==> config.mk <==
export PLATFORM = sky130hd
export DESIGN_NAME = mem_arbiter
export DESIGN_NICKNAME = d
export VERILOG_FILES = /design/src/rtl/mem_arbiter.sv
export SDC_FILE = /design/constraint.sdc
export NUM_CORES = 1
export LEC_CHECK = 0
export CAP_MARGIN = 0
export CELL_PAD_IN_SITES_DETAIL_PLACEMENT = 0
export CELL_PAD_IN_SITES_GLOBAL_PLACEMENT = 1
export CORE_MARGIN = 2
export CORE_UTILIZATION = 11
export CTS_CLUSTER_DIAMETER = 150
export DETAILED_ROUTE_END_ITERATION = 12
export PLACE_DENSITY_LB_ADDON = 0.1
export SLEW_MARGIN = 10
export SYNTH_ARGS = -nofsm -noshare
export SYNTH_HDL_FRONTEND = slang
export SYNTH_SLANG_ARGS = --single-unit
==> constraint.sdc <==
create_clock -name Clock -period 4 [get_ports Clock]
set_input_delay 1 -clock Clock [delete_from_list [all_inputs] [get_ports Clock]]
set_output_delay 1 -clock Clock [all_outputs]
set_load 0.01 [all_outputs]
==> src/rtl/mem_arbiter.sv <==
// Fetch/data arbiter for a shared single-port RAM. It issues combinational grants,
// uses a fixed-latency tag pipeline to route read data, and squashes stale fetches on flush.
module mem_arbiter #(
    parameter int unsigned MEM_LATENCY  = 1,
    parameter int unsigned STARVE_LIMIT = 4
) (
    input  logic        Clock,
    input  logic        Reset,

    input  logic        i_req,
    input  logic [31:0] i_addr,
    output logic        i_gnt,
    output logic        i_rvalid,
    output logic [31:0] i_rdata,

    input  logic        d_req,
    input  logic [3:0]  d_we,
    input  logic [31:0] d_addr,
    input  logic [31:0] d_wdata,
    output logic        d_gnt,
    output logic        d_rvalid,
    output logic [31:0] d_rdata,

    input  logic        flush,

    output logic        mem_en,
    output logic [3:0]  mem_we,
    output logic [29:0] mem_addr,
    output logic [31:0] mem_wdata,
    input  logic [31:0] mem_rdata
);

    typedef enum logic {
        RUN    = 1'b0,
        SQUASH = 1'b1
    } state_t;

    state_t                 state;
    logic [3:0]             starve_cnt;
    logic [MEM_LATENCY-1:0] tag_valid;
    logic [MEM_LATENCY-1:0] tag_src;

    logic fetch_open;
    logic fetch_force;
    logic tag_new_valid;
    logic ret_valid;
    logic ret_fetch;

    // Word-aligned RAM: the byte-offset bits of both addresses are intentionally dropped.
    logic unused_addr_bits;
    assign unused_addr_bits = ^{i_addr[1:0], d_addr[1:0]};

    always_comb begin
        fetch_open  = Reset && (state == RUN);
        fetch_force = ({28'd0, starve_cnt} >= STARVE_LIMIT);

        // Data has priority unless fetch has starved long enough.
        i_gnt = fetch_open && i_req && (!d_req || fetch_force);
        d_gnt = Reset && d_req && !i_gnt;

        mem_en    = i_gnt || d_gnt;
        mem_we    = d_gnt ? d_we : '0;
        mem_wdata = d_gnt ? d_wdata : '0;
        if (d_gnt) begin
            mem_addr = d_addr[31:2];
        end else if (i_gnt) begin
            mem_addr = i_addr[31:2];
        end else begin
            mem_addr = '0;
        end

        tag_new_valid = i_gnt || (d_gnt && (d_we == 4'b0000));

        ret_valid = Reset && tag_valid[MEM_LATENCY-1];
        ret_fetch = tag_src[MEM_LATENCY-1];
        i_rvalid  = ret_valid && ret_fetch;
        d_rvalid  = ret_valid && !ret_fetch;
        i_rdata   = i_rvalid ? mem_rdata : '0;
        d_rdata   = d_rvalid ? mem_rdata : '0;
    end

    always_ff @(posedge Clock) begin
        if (!Reset) begin
            state      <= RUN;
            starve_cnt <= '0;
            tag_valid  <= '0;
            tag_src    <= '0;
        end else begin
            // A flush in either state (re)starts the one-cycle fetch blackout.
            state <= flush ? SQUASH : RUN;

            if (!i_req || i_gnt) begin
                starve_cnt <= '0;
            end else if (starve_cnt != 4'hF) begin
                starve_cnt <= starve_cnt + 4'd1;
            end

            // The grant issued this cycle enters unsquashed; only older fetch tags are killed.
            tag_valid[0] <= tag_new_valid;
            tag_src[0]   <= i_gnt;
            for (int unsigned k = 1; k < MEM_LATENCY; k++) begin
                tag_valid[k] <= tag_valid[k-1] && !(flush && tag_src[k-1]);
                tag_src[k]   <= tag_src[k-1];
            end
        end
    end

endmodule

==> flow_metrics.py <==
metrics = {
    "synthesis": {
        "ys_ff_latch": 7,
        "ys_warn_count": 0,
        "synth_compound_area_frac": 0.260,
        "synth_top_family_by_area": "simple AND/OR/NAND/NOR gates",
        "synth_most_common_cell": "and2_1",
        "avgSynthCellArea_um2": 7.41,
        "synth_nets": 318,
        "yosys.area_share.simple": 0.526,
        "syn_area_mm2": 0.00133,
        "yosysTopAreaCellShare": 0.474,
        "yosys.area.top_type": "and2_1",
        "synth_area_leaders": "and2_1 (47%), a22o_1 (20%), dfxtp_1 (11%)",
        "synth_ff_type": "dfxtp_1",
        "synth_edf_count": 0,
        "yosysSeqAreaShare": 0.105,
        "yosys-mux-area-fraction": 0.00750,
        "synthArstFlopShare": 0,
        "synth_cell_types": 27,
        "netlist_top_cells_count": "and2_1 (101), a22o_1 (30), clkbuf_1 (9)",
        "synth_cells": 180,
        "synthAdderAreaFrac": 0.00938,
        "synth-xor-area-share": 0.00657,
    },
    "final_layout": {
        "fillers": 1264,
        "syn_to_final_growth_pct": 221,
        "regArea_um2": 140,
        "nets": 583,
        "stdcell_count": 591,
        "drive_gt1_frac": 0.0383,
        "fin_util": 0.359,
        "diodes": 0,
        "multi_input_area_mm2": 0.00108,
    },
    "flow_run": {
        "maxCapViolCount": 0,
    },
    "sta": {
        "fin_skew_ps": 0.276,
        "final.min_clock_period_ps": 3850,
        "slew_headroom": 0.762,
        "fmax_mhz": 260,
        "fin_setup_tns_ps": 0,
        "rsz0062_at_grt": "no",
        "finalSetupViolations": 0,
        "tightest_slew_ps": 354,
        "hold_violations": 0,
        "maxSlewViolCount": 0,
        "holdWs_ps": 527,
        "min_period_over_period": 0.962,
    },
    "worst_setup_path": {
        "cp-start-kind": "primary input",
        "rr_endpoint": "tag_valid$_SDFF_PN0_",
        "end_kind": "output pin",
        "crit_required_ps": 3000,
        "cp_max_fo": 33,
        "r2r_cells": 4,
        "cp-startpoint": "Reset",
        "r2r_start": "starve_cnt[2]$_SDFFE_PP0P_",
        "rrSetupSlack_ps": 2800,
        "cp.arrival_ps": 2850,
        "setup.worst_path.end": "mem_addr[15]",
        "crit_type": "primary input to output pin",
    },
    "routing": {
        "ant_nets": 0,
        "wire_per_inst_um": 13.8,
        "drt_iter0_drc": 94,
        "drc_errors": 0,
        "via_per_inst": 3.94,
        "dr.pass1.iters": 4,
        "dr_total_vias": 2327,
        "drt-total-wl_um": 8160,
    },
    "grt": {
        "use_met1": 0.123,
        "grt_max_degree": 36,
        "grt_usage": 0.116,
        "antenna_found_initial": 0,
        "grt.met2_usage": 0.218,
        "first_global_vias": 2245,
        "grt-busiest-layer": "met2",
        "grt_pass1_wl_um": 12000,
        "globalRouteOverflowTotal": 0,
        "grtUsageMet3": 0.0371,
    },
    "clock_tree": {
        "clock_latency_ps": 230,
        "h-tree-depth": 1,
        "clk_path_buf_depth": 2,
        "tritoncts": "yes",
        "cts_buffers": 3,
        "cts_root_buf": "clkbuf_16",
        "ctsResizeCount": 0,
        "postCtsSetupRepairBufs": 0,
        "clk_pin_slew_ps": 30,
        "ctsHoldBuffers": 0,
        "cts_sinks": 7,
    },
    "die": {
        "io_pins": 272,
        "dieWidth_um": 114,
        "dieArea_mm2": 0.0130,
        "die_h_um": 114,
        "rows": 40,
        "core-area_mm2": 0.0119,
        "start_util": 0.112,
    },
    "placement": {
        "io_buffer_count": 267,
        "place_congestion": 0.720,
        "hpwl_um": 7130,
        "dp_cells": 587,
    },
    "pwr": {
        "leakage_nw": 1.62,
        "peakVddDrop_mv": 0.0923,
        "power_density_mw_per_mm2": 127,
    },
    "hold_path": {
        "hold_path.class": "register to register",
    },
    "run_status": {
        "status": "complete, no violations",
    },
}
worst min path at each step:
stage | start | end | cells past startpoint
CTS | starve_cnt[3]$_SDFFE_PP0P_ | starve_cnt[3]$_SDFFE_PP0P_ | 2
floorplan | starve_cnt[3]$_SDFFE_PP0P_ | starve_cnt[3]$_SDFFE_PP0P_ | 2
finish | starve_cnt[3]$_SDFFE_PP0P_ | starve_cnt[3]$_SDFFE_PP0P_ | 2
global route | state$_SDFF_PN0_ | ret_fetch$_SDFF_PN0_ | 1
detailed placement | starve_cnt[3]$_SDFFE_PP0P_ | starve_cnt[3]$_SDFFE_PP0P_ | 2
global placement | starve_cnt[3]$_SDFFE_PP0P_ | starve_cnt[3]$_SDFFE_PP0P_ | 2
state kept, by name (all words and copies together), names as in the netlist:
signal and cells:
starve_cnt 4, tag_valid 1, state 1, ret_fetch 1
through the flow:
stage               cell area, µm²  total power [mW]  setup slack [ps]
floorplan                     1330             0.152              1150
global placement              4200             0.375               141
detailed placement            4200             0.377               131
CTS                           4280             0.549               127
global route                  4280             0.570              32.0
finish                        4280             0.543               151
cells by family after synthesis:
| family | Yosys count |
|---|---|
| adders and majority gates | 1 |
| DFF | 7 |
| xor gates and xnor gates | 1 |
| AOI/OAI and AO/OA | 38 |
| muxes | 1 |
| and+or+nand+nor | 114 |
| buffers and inverters | 18 |
per-layer routing:
metal | up-vias | share of wire
li1 | 1141 | -
met1 | 1019 | 0.35
met2 | 158 | 0.52
met3 | 9 | 0.12
met4 | 0 | 0.015
met5 | - | 0
report_power, final:
group / switching, mW / internal, mW
Sequential: 0.00184 / 0.0723
Clock: 0.0378 / 0.133
Combinational: 0.0880 / 0.210
worst max-delay path: stages:
cell and delay, ps:
clkdlybuf4s50_1 520, nand2_2 90, a211oi_4 260, buf_12 220, a22o_1 170, clkdlybuf4s50_1 570
final cells by class:
cell class,count,area share
Tap cell,147,0.0430
Sequential cell,7,0.0327
Inverter,2,0.00175
Timing Repair Buffer,276,0.652
Multi-Input combinational cell,155,0.252
Clock buffer,4,0.0184
placed cells by master (no fill, tap or decap):
cell | synthesis | routed
o311a_4 | 1 | 1
nor2_2 | 1 | 1
xnor2_1 | 1 | 1
nand3_1 | 2 | 2
nand2_1 | 1 | 1
buf_12 | 0 | 4
a31o_2 | 1 | 1
and2_1 | 101 | 101
clkdlybuf4s50_1 | 0 | 267
mux2i_1 | 1 | 1
a21o_1 | 1 | 1
nor2_1 | 1 | 1
ha_1 | 1 | 1
dfxtp_1 | 7 | 7
o21ai_0 | 1 | 1
clkbuf_1 | 9 | 1
nand3b_1 | 1 | 1
a22o_1 | 30 | 30
nand2_2 | 1 | 1
nor4_1 | 1 | 1
a2111oi_0 | 1 | 1
and3_1 | 1 | 1
a211oi_4 | 1 | 1
inv_1 | 2 | 2
a211oi_1 | 1 | 1
nor3_1 | 4 | 4
clkbuf_16 | 0 | 3
buf_4 | 0 | 5
a21oi_1 | 1 | 1
(Power assumes the default switching activity.)
